### src/rtl/screen_pkg.sv
// Shared definitions for the game-flow controller and the VGA drawer mux.
//
// Contents:
//   screen_t       - drawer mux select, also used as the flow-controller state
//   SECONDS_W      - width of the HUD seconds counter
//   LEDS_W         - width of the debug LED bus
//   screen_onehot  - one-hot decode of a screen_t, used for the debug LEDs
package screen_pkg;

   typedef enum logic [1:0] {
      SCR_START = 2'd0,
      SCR_PLAY  = 2'd1,
      SCR_WIN   = 2'd2,
      SCR_LOSE  = 2'd3
   } screen_t;

   localparam int SECONDS_W = 10;
   localparam int LEDS_W    = 10;

   function automatic logic [3:0] screen_onehot(input screen_t s);
      logic [3:0] oh;
      case (s)
         SCR_START: oh = 4'b0001;
         SCR_PLAY:  oh = 4'b0010;
         SCR_WIN:   oh = 4'b0100;
         default:   oh = 4'b1000;
      endcase
      return oh;
   endfunction

endpackage

### src/rtl/button_edge_sync.sv
// Two-flop synchronizer followed by a registered rising-edge detector for a
// raw, asynchronous, active-high button or switch.
//
// Ports:
//   clk     in  1  destination clock
//   srst    in  1  synchronous active-high reset
//   button  in  1  raw button level (asynchronous to clk)
//   rise    out 1  one-cycle pulse, high on the third clk edge after the raw
//                  rising edge is first sampled
module button_edge_sync (
   input  logic clk,
   input  logic srst,
   input  logic button,
   output logic rise
);

   logic sync1_reg;
   logic sync2_reg;
   logic prev_reg;
   logic rise_reg;

   always_ff @(posedge clk) begin
      if (srst) begin
         sync1_reg <= 1'b0;
         sync2_reg <= 1'b0;
         prev_reg  <= 1'b0;
         rise_reg  <= 1'b0;
      end else begin
         sync1_reg <= button;
         sync2_reg <= sync1_reg;
         prev_reg  <= sync2_reg;
         // Registered so downstream logic sees a clean, glitch-free pulse.
         rise_reg  <= sync2_reg & ~prev_reg;
      end
   end

   assign rise = rise_reg;

endmodule

### src/rtl/screen_sequencer.sv
// Game-flow controller: decides which screen drawer owns the shared VGA
// background/sprite path (START -> PLAY -> WIN/LOSE -> START), drives the
// level reset and counts whole seconds of play for the HUD. State only
// changes on cycles where frame_start is high, so a frame never tears.
//
// Ports:
//   vga_clock    in  1   single clock
//   reset        in  1   synchronous active-high reset
//   frame_start  in  1   one-cycle pulse at start of vertical blanking
//   jump_button  in  1   raw active-high button (asynchronous)
//   win          in  1   level reports goal reached (only honoured in PLAY)
//   lose         in  1   level reports death/timeout (only honoured in PLAY)
//   screen_sel   out 2   drawer mux select (screen_t encoding)
//   level_reset  out 1   high whenever the screen is not PLAY
//   level_start  out 1   one-cycle pulse on the cycle PLAY is entered
//   seconds      out 10  whole seconds spent in the current/last play
//   leds         out 10  [3:0] one-hot state, [4] start_req, [9:5] zero
module screen_sequencer
   import screen_pkg::*;
#(
   parameter int FRAMES_PER_SEC = 60,
   parameter int HOLD_FRAMES    = 180,
   parameter int MAX_SECONDS    = 999
) (
   input  logic                 vga_clock,
   input  logic                 reset,
   input  logic                 frame_start,
   input  logic                 jump_button,
   input  logic                 win,
   input  logic                 lose,
   output logic [1:0]           screen_sel,
   output logic                 level_reset,
   output logic                 level_start,
   output logic [SECONDS_W-1:0] seconds,
   output logic [LEDS_W-1:0]    leds
);

   localparam int HOLD_W  = $clog2(HOLD_FRAMES + 1);
   localparam int FRAME_W = $clog2(FRAMES_PER_SEC + 1);

   localparam logic [HOLD_W-1:0]    HOLD_LAST  = HOLD_W'(HOLD_FRAMES - 1);
   localparam logic [FRAME_W-1:0]   FRAME_LAST = FRAME_W'(FRAMES_PER_SEC - 1);
   localparam logic [SECONDS_W-1:0] SEC_MAX    = SECONDS_W'(MAX_SECONDS);

   logic jump_rise;

   screen_t              state_reg,       state_next;
   logic                 start_req_reg,   start_req_next;
   logic [HOLD_W-1:0]    hold_cnt_reg,    hold_cnt_next;
   logic [FRAME_W-1:0]   frame_cnt_reg,   frame_cnt_next;
   logic [SECONDS_W-1:0] seconds_reg,     seconds_next;
   logic                 level_reset_reg, level_reset_next;
   logic                 level_start_reg, level_start_next;
   logic [3:0]           onehot_reg,      onehot_next;

   button_edge_sync u_jump_sync (
      .clk    (vga_clock),
      .srst   (reset),
      .button (jump_button),
      .rise   (jump_rise)
   );

   always_comb begin
      state_next     = state_reg;
      start_req_next = start_req_reg;
      hold_cnt_next  = hold_cnt_reg;
      frame_cnt_next = frame_cnt_reg;
      seconds_next   = seconds_reg;

      case (state_reg)
         SCR_START: begin
            start_req_next = start_req_reg | jump_rise;
            // A rise landing on the frame_start cycle starts play on that
            // same frame rather than waiting for the next one.
            if (frame_start && (start_req_reg || jump_rise)) begin
               state_next     = SCR_PLAY;
               start_req_next = 1'b0;
               frame_cnt_next = '0;
               seconds_next   = '0;
            end
         end

         SCR_PLAY: begin
            start_req_next = 1'b0;
            if (frame_start) begin
               if (frame_cnt_reg == FRAME_LAST) begin
                  frame_cnt_next = '0;
                  if (seconds_reg < SEC_MAX) begin
                     seconds_next = seconds_reg + 1'b1;
                  end
               end else begin
                  frame_cnt_next = frame_cnt_reg + 1'b1;
               end

               // lose wins the tie so a simultaneous death never shows WIN.
               if (lose) begin
                  state_next    = SCR_LOSE;
                  hold_cnt_next = '0;
               end else if (win) begin
                  state_next    = SCR_WIN;
                  hold_cnt_next = '0;
               end
            end
         end

         default: begin // SCR_WIN, SCR_LOSE: counters frozen for display
            start_req_next = 1'b0;
            if (frame_start) begin
               if (hold_cnt_reg == HOLD_LAST) begin
                  state_next    = SCR_START;
                  hold_cnt_next = '0;
               end else begin
                  hold_cnt_next = hold_cnt_reg + 1'b1;
               end
            end
         end
      endcase

      // Outputs are registered from the next state so they move with it.
      level_reset_next = (state_next != SCR_PLAY);
      level_start_next = (state_reg != SCR_PLAY) && (state_next == SCR_PLAY);
      onehot_next      = screen_onehot(state_next);
   end

   always_ff @(posedge vga_clock) begin
      if (reset) begin
         state_reg       <= SCR_START;
         start_req_reg   <= 1'b0;
         hold_cnt_reg    <= '0;
         frame_cnt_reg   <= '0;
         seconds_reg     <= '0;
         level_reset_reg <= 1'b1;
         level_start_reg <= 1'b0;
         onehot_reg      <= 4'b0001;
      end else begin
         state_reg       <= state_next;
         start_req_reg   <= start_req_next;
         hold_cnt_reg    <= hold_cnt_next;
         frame_cnt_reg   <= frame_cnt_next;
         seconds_reg     <= seconds_next;
         level_reset_reg <= level_reset_next;
         level_start_reg <= level_start_next;
         onehot_reg      <= onehot_next;
      end
   end

   assign screen_sel  = state_reg;
   assign level_reset = level_reset_reg;
   assign level_start = level_start_reg;
   assign seconds     = seconds_reg;
   assign leds        = {5'b00000, start_req_reg, onehot_reg};

endmodule

### config.mk
export PLATFORM = sky130hd
export DESIGN_NAME = screen_sequencer
export DESIGN_NICKNAME = d
export VERILOG_FILES = /design/src/rtl/screen_pkg.sv /design/src/rtl/button_edge_sync.sv /design/src/rtl/screen_sequencer.sv
export SDC_FILE = /design/constraint.sdc
export NUM_CORES = 1
export LEC_CHECK = 0
export BUFFER_PORTS_ARGS = -buffer_cell sky130_fd_sc_hd__buf_2
export CAP_MARGIN = 30
export CORE_UTILIZATION = 25
export CTS_CLUSTER_DIAMETER = 40
export DETAILED_ROUTE_END_ITERATION = 10
export SYNTH_ARGS = -nofsm -noshare
export SYNTH_HDL_FRONTEND = slang
export SYNTH_SLANG_ARGS = --single-unit
### constraint.sdc
create_clock -name vga_clock -period 2.4 [get_ports vga_clock]
set_input_delay 0.12 -clock vga_clock [delete_from_list [all_inputs] [get_ports vga_clock]]
set_output_delay 0.12 -clock vga_clock [all_outputs]
set_load 0.03 [all_outputs]
==> impl_results.md <==
* Diode count at 0
* RR Endpoint: seconds[6]
* Kind of critical path: flip-flop to flip-flop
* Largest family of logic cells by synthesized area: simple AND/OR/NAND/NOR gates
* FF-to-FF setup slack at 0.26 ns
* Startpoint types: flip-flop
* Max Clock Freq at 0.467 GHz
* Reg clk slew, reported paths at 0.08 ns
* Synth Cell Area at 1650 µm²
* Reg area at 741 µm²
* Synth Area per Inst at 9.08 µm²
* Total power at 1.25 mW
* Critical Path Fanout Max at 6
* Area share of fa/ha/maj cells after synthesis at 2.27%
* R2R cell count at 6
* Final worst-path cycle share at 89.1%
* CTS Buf Count at 5
* Compound-gate portion of the synthesized area at 15.5%
* Die area at 6940 µm²
* Initial antenna violation count at 0
* Critical Path Source: seconds[0]
* Max-cap violation count at 0
* Setup tns final at 0 ns
* # clock sinks at 37
* Initial drt markers at 84
* Die Height at 83.3 µm
* GRT Total Usage at 9.73%
* CTS tree: done
* Critical path depth at 6
* Cell variety after synth at 48
* Status: finished, final reports clean
* DR pass1 iterations at 4
* Root Buffer: clkbuf_8
* Period minus WS final at 2.14 ns
* YS warnings at 0
* WP data required at 2.59 ns
* Final Max Tran Viols at 0
* Synthesized flop and latch total at 37
* Pin count of the biggest net entering global routing at 20
* Share of layout cells above drive strength 1 at 17.3%
* Area Overhead vs Synth at 17.3%
* Post-synthesis sequential area ratio at 44.8%
* Largest delay share family, worst path: simple AND/OR/NAND/NOR gates
* Bufs on Longest Clock Path at 2
* RSZ-0062 raised after global routing: false
* Syn Inst Count at 182
* Max reg flops at 10
* Worst Hold Class: primary input to flip-flop
* CP max stage cell: nor4_1
* H-tree depth at 2
* Leak at 0.758 nW
* Critical path capture point: seconds[6]
* GRT overflow at 0
* Final setup violation count at 0
* Worst-case vdd ir drop at 0.369 mV
* CP Data Arrival Time at 2.33 ns
* Setup Skew at 0.00944 ns
* Buffers on Ports at 24
* Final core occ at 30.5%
* Multi-input logic area at 855 µm²
* Core area at 6350 µm²
* Number of global-route vias before repair at 1203
* Worst-margin pin slew at 0.806 ns
* Post-Synth Simple-Gate Area at 26.4%
* Rows at 29
* Mux contribution to synthesized area at 0%
* Post-route ant nets at 0
* I/O Pins at 30
* Hold_ws at 0.0443 ns
* Routability cong. at 0.834
* CP max stage delay at 0.57 ns
* CP cell instances: ha_1 -> a211oi_1 -> nor4bb_1 -> nor4_1 -> a31oi_1 -> a41o_1
* Post-route DRC at 0
* Post-CTS sizing at 0
* Filler cells at 677
* Final-stage net count at 216
* Vias at 1365
* Drt wl/cell at 11.5 µm
* First-pass GRT wire length at 5550 µm
* Final Hold Fails at 0
* FFs w/ async S/R, synth at 0%
* DP Wirelength at 2410 µm
* Clk_lat worst skew at 0.29 ns
* Setup bufs post-CTS at 0
* Max_slew headroom at 45.8%
* Crit. End Element: flip-flop
* Final WL at 3290 µm
* CTS Hold Bufs at 0
* EDFF count, synth at 0
* Post-Synth XOR/XNOR Area at 6.36%
* Initial Util at 26.0%
* Via density at 4.79
* Reg-to-Reg Start: seconds[0]
* Power Density at 645 nW/µm²
* Die W at 83.3 µm
* Most used DFF post-synth: dfxtp_1
* Crit path buf inv count at 0
layout make-up:
type                       instances  area share (%)
tap                               77            4.97
timing repair buffer              24            6.19
clock inverter                     2            1.94
inverter                           2           0.387
clock buffer                       6            4.26
sequential                        37            38.2
multi-input combinational        137            44.1
stage by stage:
stage,instance area [µm²],std cells,setup WS [ns]
after floorplan,1670,186,0.328
after global routing,1940,285,0.143
after CTS,1940,285,0.281
after detailed placement,1820,277,0.297
after global placement,1820,277,0.373
final,1940,285,0.261
where the power goes:
| group | internal (mW) | switching, mW | total [mW] |
|---|---|---|---|
| sequential | 0.620 | 0.00424 | 0.624 |
| clock | 0.338 | 0.224 | 0.562 |
| combinational | 0.0184 | 0.0450 | 0.0634 |
Yosys cell counts (all sizes together), types with 3 or more instances:
cell type / n / area, µm²
a21oi: 9 / 45.0
nand3b: 3 / 22.5
a21o: 3 / 22.5
xnor2: 6 / 52.6
nor4: 3 / 18.8
ha: 3 / 37.5
and3: 4 / 25.0
nor3: 3 / 15.0
o31ai: 3 / 22.5
nand2: 13 / 48.8
nand4: 5 / 31.3
buf: 8 / 57.6
nand3: 7 / 35.0
and2: 3 / 18.8
dfxtp: 37 / 741
o21ai: 5 / 25.0
xor2: 6 / 52.6
nor2: 19 / 71.3
nor2b: 5 / 31.3
or3: 6 / 42.5
worst min-delay path by stage:
| stage | start | endpoint | slack, ns | cells past startpoint |
|---|---|---|---|---|
| 5_1_grt | jump_button | u_jump_sync.sync1_reg | 0.07 | 2 |
| 2_1_floorplan | jump_button | u_jump_sync.sync1_reg | 0.25 | 1 |
| 6_report | jump_button | u_jump_sync.sync1_reg | 0.04 | 2 |
| 4_1_cts | jump_button | u_jump_sync.sync1_reg | 0.04 | 2 |
| 3_3_place_gp | jump_button | u_jump_sync.sync1_reg | 0.34 | 2 |
| 3_5_place_dp | jump_button | u_jump_sync.sync1_reg | 0.34 | 2 |
layer usage:
metal | vias to the layer above | track usage (%) | part of all wire [%]
met4 | 0 | 2.82 | 0.27
met5 | - | 0 | 0
met1 | 629 | 12.3 | 49
met2 | 38 | 15.9 | 46
met3 | 2 | 2.88 | 4.4
li1 | 696 | - | -
cell usage in the layout (no fill, tap or decap), types with 6 or more instances in the layout:
cell type / Yosys / layout
buf_2: 1 / 24
xor2_1: 6 / 6
dfxtp_1: 37 / 37
nor2_1: 19 / 19
nand3_1: 7 / 7
nand2_1: 13 / 13
a21oi_1: 9 / 9
clkbuf_8: 0 / 6
xnor2_1: 6 / 6
logic make-up (layout without fill, tap and decap cells):
logic type                 Yosys count  count (layout)
and+or+nand+nor                     80              80
AOI/OAI and AO/OA                   37              37
DFF                                 37              37
xor gates and xnor gates            12              12
buffers and inverters               12              34
adders and majority gates            3               3
other                                1               5
Power figures use the tool's default switching activity.
